===== src/rtl/ampdrv_cfg_sched.sv =====
// ampdrv_cfg_sched: shadow/active configuration scheduler for the amplifier driver.
// Writes land in a shadow bank at any time. A commit is applied only once the
// beam has been quiet for GUARD cycles, so active settings never move during a
// pulse or its settling tail.
//
// state    | meaning
// GAP_WAIT | store_strb low, counting quiet cycles toward GUARD
// SAFE     | quiet for at least GUARD cycles, a pending commit may be applied
// PULSE    | store_strb high, active outputs frozen
module ampdrv_cfg_sched #(
  parameter int unsigned GUARD = 8
) (
  input  logic        clk,
  input  logic        rst,
  input  logic        store_strb,
  input  logic        cfg_wr,
  input  logic [2:0]  cfg_addr,
  input  logic [15:0] cfg_data,
  input  logic        cfg_commit,
  input  logic        interleave_en,
  output logic [9:0]  start_proc,
  output logic [9:0]  end_proc,
  output logic [4:0]  Ldelay,
  output logic [1:0]  opMode,
  output logic [12:0] constDac_val,
  output logic [6:0]  IIRtapWeight,
  output logic        feedfwd_en,
  output logic        commit_ack,
  output logic        cfg_err,
  output logic        commit_pend,
  output logic [15:0] pulse_cnt
);

  typedef enum logic [1:0] {GAP_WAIT = 2'd0, SAFE = 2'd1, PULSE = 2'd2} state_t;

  state_t      r_state, w_state_nxt;
  logic [7:0]  r_guard_cnt, w_guard_nxt;
  logic        w_apply, w_valid, w_rise, w_fall;
  logic        r_strb_q, r_rise_seen, r_phase, r_pend, r_ack, r_err;
  logic [15:0] r_pulse_cnt;

  logic [9:0]  r_sh_start, r_sh_end, w_sh_start, w_sh_end;
  logic [4:0]  r_sh_ldly, w_sh_ldly;
  logic [1:0]  r_sh_op, r_sh_alt, w_sh_op, w_sh_alt;
  logic [12:0] r_sh_dac, w_sh_dac;
  logic [6:0]  r_sh_iir, w_sh_iir;
  logic        r_sh_ff, w_sh_ff;

  logic [9:0]  r_act_start, r_act_end;
  logic [4:0]  r_act_ldly;
  logic [1:0]  r_act_op, r_act_alt;
  logic [12:0] r_act_dac;
  logic [6:0]  r_act_iir;
  logic        r_act_ff;

  // Upper data bits have no destination register.
  logic w_unused;
  assign w_unused = ^cfg_data[15:13];

  // Shadow bank as it will be after this edge, so a copy sees a same-cycle write.
  always_comb begin
    w_sh_start = r_sh_start;
    w_sh_end   = r_sh_end;
    w_sh_ldly  = r_sh_ldly;
    w_sh_op    = r_sh_op;
    w_sh_dac   = r_sh_dac;
    w_sh_iir   = r_sh_iir;
    w_sh_alt   = r_sh_alt;
    w_sh_ff    = r_sh_ff;
    if (cfg_wr) begin
      case (cfg_addr)
        3'd0: w_sh_start = cfg_data[9:0];
        3'd1: w_sh_end   = cfg_data[9:0];
        3'd2: w_sh_ldly  = cfg_data[4:0];
        3'd3: w_sh_op    = cfg_data[1:0];
        3'd4: w_sh_dac   = cfg_data[12:0];
        3'd5: w_sh_iir   = cfg_data[6:0];
        3'd6: w_sh_alt   = cfg_data[1:0];
        3'd7: w_sh_ff    = cfg_data[0];
      endcase
    end
  end

  assign w_valid = (w_sh_end > w_sh_start);
  assign w_rise  = store_strb & ~r_strb_q;
  assign w_fall  = ~store_strb & r_strb_q;

  // Next-state, guard counting and apply decision.
  always_comb begin
    w_state_nxt = r_state;
    w_guard_nxt = r_guard_cnt;
    w_apply     = 1'b0;
    case (r_state)
      GAP_WAIT: begin
        if (store_strb) begin
          w_state_nxt = PULSE;
          w_guard_nxt = 8'd0;
        end else begin
          w_guard_nxt = r_guard_cnt + 8'd1;
          if (w_guard_nxt >= 8'(GUARD)) w_state_nxt = SAFE;
        end
      end
      SAFE: begin
        if (store_strb) begin
          w_state_nxt = PULSE;
          w_guard_nxt = 8'd0;
        end else if (r_pend) begin
          w_apply = 1'b1;
        end
      end
      PULSE: begin
        if (!store_strb) begin
          w_state_nxt = GAP_WAIT;
          w_guard_nxt = 8'd0;
        end
      end
      default: begin
        w_state_nxt = GAP_WAIT;
        w_guard_nxt = 8'd0;
      end
    endcase
  end

  // State, guard counter, commit handshake and pulse bookkeeping.
  always_ff @(posedge clk) begin
    if (rst) begin
      r_state     <= GAP_WAIT;
      r_guard_cnt <= 8'd0;
      r_pend      <= 1'b0;
      r_ack       <= 1'b0;
      r_err       <= 1'b0;
      r_strb_q    <= 1'b1;
      r_rise_seen <= 1'b0;
      r_phase     <= 1'b0;
      r_pulse_cnt <= 16'd0;
    end else begin
      r_state     <= w_state_nxt;
      r_guard_cnt <= w_guard_nxt;
      r_pend      <= w_apply ? 1'b0 : (r_pend | cfg_commit);
      r_ack       <= w_apply & w_valid;
      r_err       <= w_apply & ~w_valid;
      r_strb_q    <= store_strb;
      if (w_rise) r_pulse_cnt <= r_pulse_cnt + 16'd1;
      // Only pulses whose rising edge was seen advance the interleave phase.
      if (w_rise) r_rise_seen <= 1'b1;
      else if (w_fall) r_rise_seen <= 1'b0;
      if (w_apply && w_valid) r_phase <= 1'b0;
      else if (w_fall && r_rise_seen) r_phase <= ~r_phase;
    end
  end

  // Shadow bank and active bank registers.
  always_ff @(posedge clk) begin
    if (rst) begin
      r_sh_start  <= 10'd0;
      r_sh_end    <= 10'd1023;
      r_sh_ldly   <= 5'd0;
      r_sh_op     <= 2'd0;
      r_sh_dac    <= 13'd0;
      r_sh_iir    <= 7'd0;
      r_sh_alt    <= 2'd0;
      r_sh_ff     <= 1'b0;
      r_act_start <= 10'd0;
      r_act_end   <= 10'd1023;
      r_act_ldly  <= 5'd0;
      r_act_op    <= 2'd0;
      r_act_dac   <= 13'd0;
      r_act_iir   <= 7'd0;
      r_act_alt   <= 2'd0;
      r_act_ff    <= 1'b0;
    end else begin
      r_sh_start <= w_sh_start;
      r_sh_end   <= w_sh_end;
      r_sh_ldly  <= w_sh_ldly;
      r_sh_op    <= w_sh_op;
      r_sh_dac   <= w_sh_dac;
      r_sh_iir   <= w_sh_iir;
      r_sh_alt   <= w_sh_alt;
      r_sh_ff    <= w_sh_ff;
      if (w_apply && w_valid) begin
        r_act_start <= w_sh_start;
        r_act_end   <= w_sh_end;
        r_act_ldly  <= w_sh_ldly;
        r_act_op    <= w_sh_op;
        r_act_dac   <= w_sh_dac;
        r_act_iir   <= w_sh_iir;
        r_act_alt   <= w_sh_alt;
        r_act_ff    <= w_sh_ff;
      end
    end
  end

  assign start_proc   = r_act_start;
  assign end_proc     = r_act_end;
  assign Ldelay       = r_act_ldly;
  assign opMode       = (interleave_en && r_phase) ? r_act_alt : r_act_op;
  assign constDac_val = r_act_dac;
  assign IIRtapWeight = r_act_iir;
  assign feedfwd_en   = r_act_ff;
  assign commit_ack   = r_ack;
  assign cfg_err      = r_err;
  assign commit_pend  = r_pend;
  assign pulse_cnt    = r_pulse_cnt;

endmodule

===== config.mk =====
export PLATFORM = sky130hd
export DESIGN_NAME = ampdrv_cfg_sched
export DESIGN_NICKNAME = d
export VERILOG_FILES = /design/src/rtl/ampdrv_cfg_sched.sv
export SDC_FILE = /design/constraint.sdc
export NUM_CORES = 1
export LEC_CHECK = 0
export ABC_AREA = 1
export ABC_CLOCK_PERIOD_IN_PS = 6100
export BUFFER_PORTS_ARGS = -buffer_cell sky130_fd_sc_hd__buf_4
export CORE_MARGIN = 2
export CORE_UTILIZATION = 40
export CTS_BUF_LIST = sky130_fd_sc_hd__clkbuf_8
export DETAILED_ROUTE_END_ITERATION = 8
export PLACE_DENSITY = 0.61
export SYNTH_ARGS = -nofsm -noshare
export SYNTH_HDL_FRONTEND = slang
export SYNTH_SLANG_ARGS = --single-unit

===== constraint.sdc =====
create_clock -name clk -period 6.1 [get_ports clk]
set_clock_uncertainty 0.05 [all_clocks]
set_input_delay 0.915 -clock clk [delete_from_list [all_inputs] [get_ports clk]]
set_output_delay 0.915 -clock clk [all_outputs]
set_load 0.005 [all_outputs]

==> flow_metrics.env <==
export IMPL_final_common_cell="nand2_1"
export IMPL_post_cts_setup_buffers=0
export IMPL_syn_area_per_cell_sq_um=7.624
export IMPL_crit_path_max_incr_delay_ns=0.75
export IMPL_ys_types=33
export IMPL_setup_viol=0
export IMPL_synth_mux_area_share_pct=0.4003
export IMPL_numClockSinks=132
export IMPL_ys_seq_area_share_pct=46.96
export IMPL_cts_tree="done"
export IMPL_vdd_drop_max_mv=0.1263
export IMPL_drc=0
export IMPL_start_kind="primary input"
export IMPL_io_pin_count=92
export IMPL_drt_initial_drc_count=302
export IMPL_synth_nets=777
export IMPL_netlist_area_sq_mm=0.005627
export IMPL_post_cts_resized=0
export IMPL_nNetsFinal=846
export IMPL_yosys_warnings=0
export IMPL_ys_flop_type="dfxtp_1"
export IMPL_firstDrtPassIters=6
export IMPL_synthCells=738
export IMPL_path_cells="buf_4, nor2_1, nand2_1, nand2_1, nand2_1, ha_1, nand2_1, nor2_1, nand4_2, buf_4, nand3_2, buf_4, nand3_1, nand2_1"
export IMPL_tns_ns=0
export IMPL_nFillCells=1349
export IMPL_insertedDiodeCount=0
export IMPL_swShare_pct=25.23
export IMPL_synth_top_family_by_area="simple AND/OR/NAND/NOR gates"
export IMPL_routed_wl_um=14480
export IMPL_grt_usage_pct=19.77
export IMPL_synthSimpleGateAreaFrac_pct=34.36
export IMPL_final_instance_count_excl_fill=999
export IMPL_seqPwrFrac_pct=52.3
export IMPL_fin_hold_ws_ns=0.4041
export IMPL_die_w_um=122.6
export IMPL_die_h_um=122.6
export IMPL_dieArea_sq_mm=0.01503
export IMPL_arrival_ns=4.91
export IMPL_area_growth_pct=18.97
export IMPL_fp_row_count=43
export IMPL_combinationalPowerShare_pct=8.0
export IMPL_clock_latency_ns=0.44
export IMPL_synth_adder_area_share_pct=3.113
export IMPL_synth_compound_area_share_pct=7.205
export IMPL_via_count=5138
export IMPL_clock_fmax_ghz=0.2164
export IMPL_finalCritPeriodShare_pct=75.76
export IMPL_grt_antenna_before_repair=0
export IMPL_p_switching_mw=0.4270
export IMPL_worst_pin_slew_ns=0.9968
export IMPL_holdCritPathClass="reg -> reg"
export IMPL_grt_overflow=0
export IMPL_cp_slowest_cell="nor2_1"
export IMPL_rsz0062_at_grt="no"
export IMPL_avgRoutedWirePerCell_um=14.50
export IMPL_ant_nets=0
export IMPL_path_common_cell="nand2_1"
export IMPL_synthXorXnorAreaFrac_pct=0.4670
export IMPL_cts_max_level=4
export IMPL_via_per_inst=5.143
export IMPL_start_util_pct=40.69
export IMPL_p_int_mw=1.265
export IMPL_place_area_sq_mm=0.006332
export IMPL_port_buffers=88
export IMPL_max_slew_margin_pct=33.30
export IMPL_core_area_sq_mm=0.01383
export IMPL_leakagePower_nw=3.106
export IMPL_yosys_register_bits=132
export IMPL_status="finished, final reports clean"
export IMPL_design_area_sq_mm=0.006694
export IMPL_synth_edff_count=0
export IMPL_layout_drive_gt1_share_pct=18.44
export IMPL_critPathKind="in -> reg"
export IMPL_final_cell_mix="nand2_1, dfxtp_1, buf_4, nand3_1, nor2_1"
export IMPL_cts_hold_buf=0
export IMPL_maxCapViolCount=0
export IMPL_power_density_mw_per_mm2=252.8
export IMPL_root_buffer="clkbuf_8"
export IMPL_grt_max_degree=57
export IMPL_grt_pass1_vias=4814
export IMPL_cts_buffers=17
export IMPL_dp_hpwl_um=9667
export IMPL_clockBufferDepth=2
export IMPL_cts_clk_slew_worst_paths_ns=0.07
export IMPL_gp_congestion=0.8365
export IMPL_critPathCaptureType="register"
export IMPL_crit_path_max_fanout=52
export IMPL_clockPowerShare_pct=39.7
export IMPL_grt_pass1_wl_um=23230
export IMPL_finalCriticalPeriod_ns=4.621
export IMPL_finalMaxSlewViolations=0
export IMPL_synth_async_reset_ratio_pct=0
export IMPL_worstPathRequired_ns=6.39
export IMPL_place_inst=968
export IMPL_hold_viol_final=0
critical path: cells and delay by family:
kind / cells / cell delay, ns
adder cells (fa/ha/maj): 1 / 0.33
buffers and inverters: 3 / 1.06
AND/OR/NAND/NOR: 10 / 2.58
state kept, by name (all words and copies together) (netlist names), 8 cells and up:
name / count
r_sh_dac: 13
pulse_cnt: 16
start_proc: 10
end_proc: 10
r_sh_start: 10
constDac_val: 13
r_guard_cnt: 8
r_sh_end: 10
cell type report:
cell class / count / area, sq um / share of cell area (%)
clock buffers: 20 / 275.3 / 4.112
clock inverters: 11 / 86.33 / 1.290
inverters: 51 / 191.4 / 2.860
multi-input cells: 511 / 2567 / 38.36
flip-flops and latches: 132 / 2643 / 39.48
well taps: 180 / 225.2 / 3.364
repair buffers: 94 / 705.7 / 10.54
stage by stage:
step	utilization (%)	power [mW]	setup slack, ns
floorplan	-	0.9950	3.183
global placement	45.80	1.035	1.171
detailed placement	45.80	1.039	1.064
CTS	48.41	1.710	1.559
global route	48.41	1.764	1.180
finish	48.41	1.692	1.479
layer usage:
layer / vias to the layer above / GRT usage (%) / wire (um)
met3: 16 / 4.554 / 706
met1: 2393 / 26.34 / 6973
met2: 123 / 31.25 / 6596
li1: 2606 / - / -
met5: - / 0 / 0
met4: 0 / 7.399 / 208
worst paths after layout:
path	from	endpoint	slack, ns	depth (start not counted)
worst max register to register	r_sh_start[9]$_SDFF_PP0_	IIRtapWeight[3]$_SDFFE_PP0P_	3.10	12
worst max-delay path	cfg_addr[2]	IIRtapWeight[3]$_SDFFE_PP0P_	1.48	14
worst min-delay path	r_sh_end[6]$_SDFF_PP1_	r_sh_end[6]$_SDFF_PP1_	0.40	2
worst min register to register	r_sh_end[6]$_SDFF_PP1_	r_sh_end[6]$_SDFF_PP1_	0.40	2
power by group through the flow:
stage | registers, mW | clock network, mW | logic [mW]
floorplan | 0.903 | 0 | 0.0916
global placement | 0.904 | 0 | 0.131
detailed placement | 0.905 | 0 | 0.134
CTS | 0.885 | 0.691 | 0.134
global route | 0.887 | 0.726 | 0.151
finish | 0.885 | 0.672 | 0.135
cells in the mapped netlist, types with 2 or more instances:
master	number	area, sq um
inv_2	3	11.26
buf_4	2	15.01
clkbuf_1	14	52.55
dfxtp_1	132	2643
nand4_1	52	325.3
nand2_1	163	611.8
inv_1	48	180.2
nor2_2	4	25.02
mux2_2	2	22.52
nand3_1	76	380.4
buf_2	16	80.08
nand3_2	2	20.02
ha_1	14	175.2
buf_6	5	56.30
nor3_2	6	60.06
nor3_1	31	155.2
buf_1	7	26.28
nor2_1	70	262.8
a21oi_1	52	260.3
nor2_4	3	33.78
nand3b_1	3	22.52
o21ai_1	10	50.05
xor2_1	2	17.52
nand2_2	2	12.51
o21ai_0	11	55.05
logic make-up (layout without fill, tap and decap cells):
group                      count (synthesis)  after routing
and+or+nand+nor                          414            414
DFF                                      132            132
buffers and inverters                     95            176
AOI/OAI and AO/OA                         78             78
adders and majority gates                 14             14
xor gates and xnor gates                   3              3
muxes                                      2              2
Power figures use the tool's default switching activity.
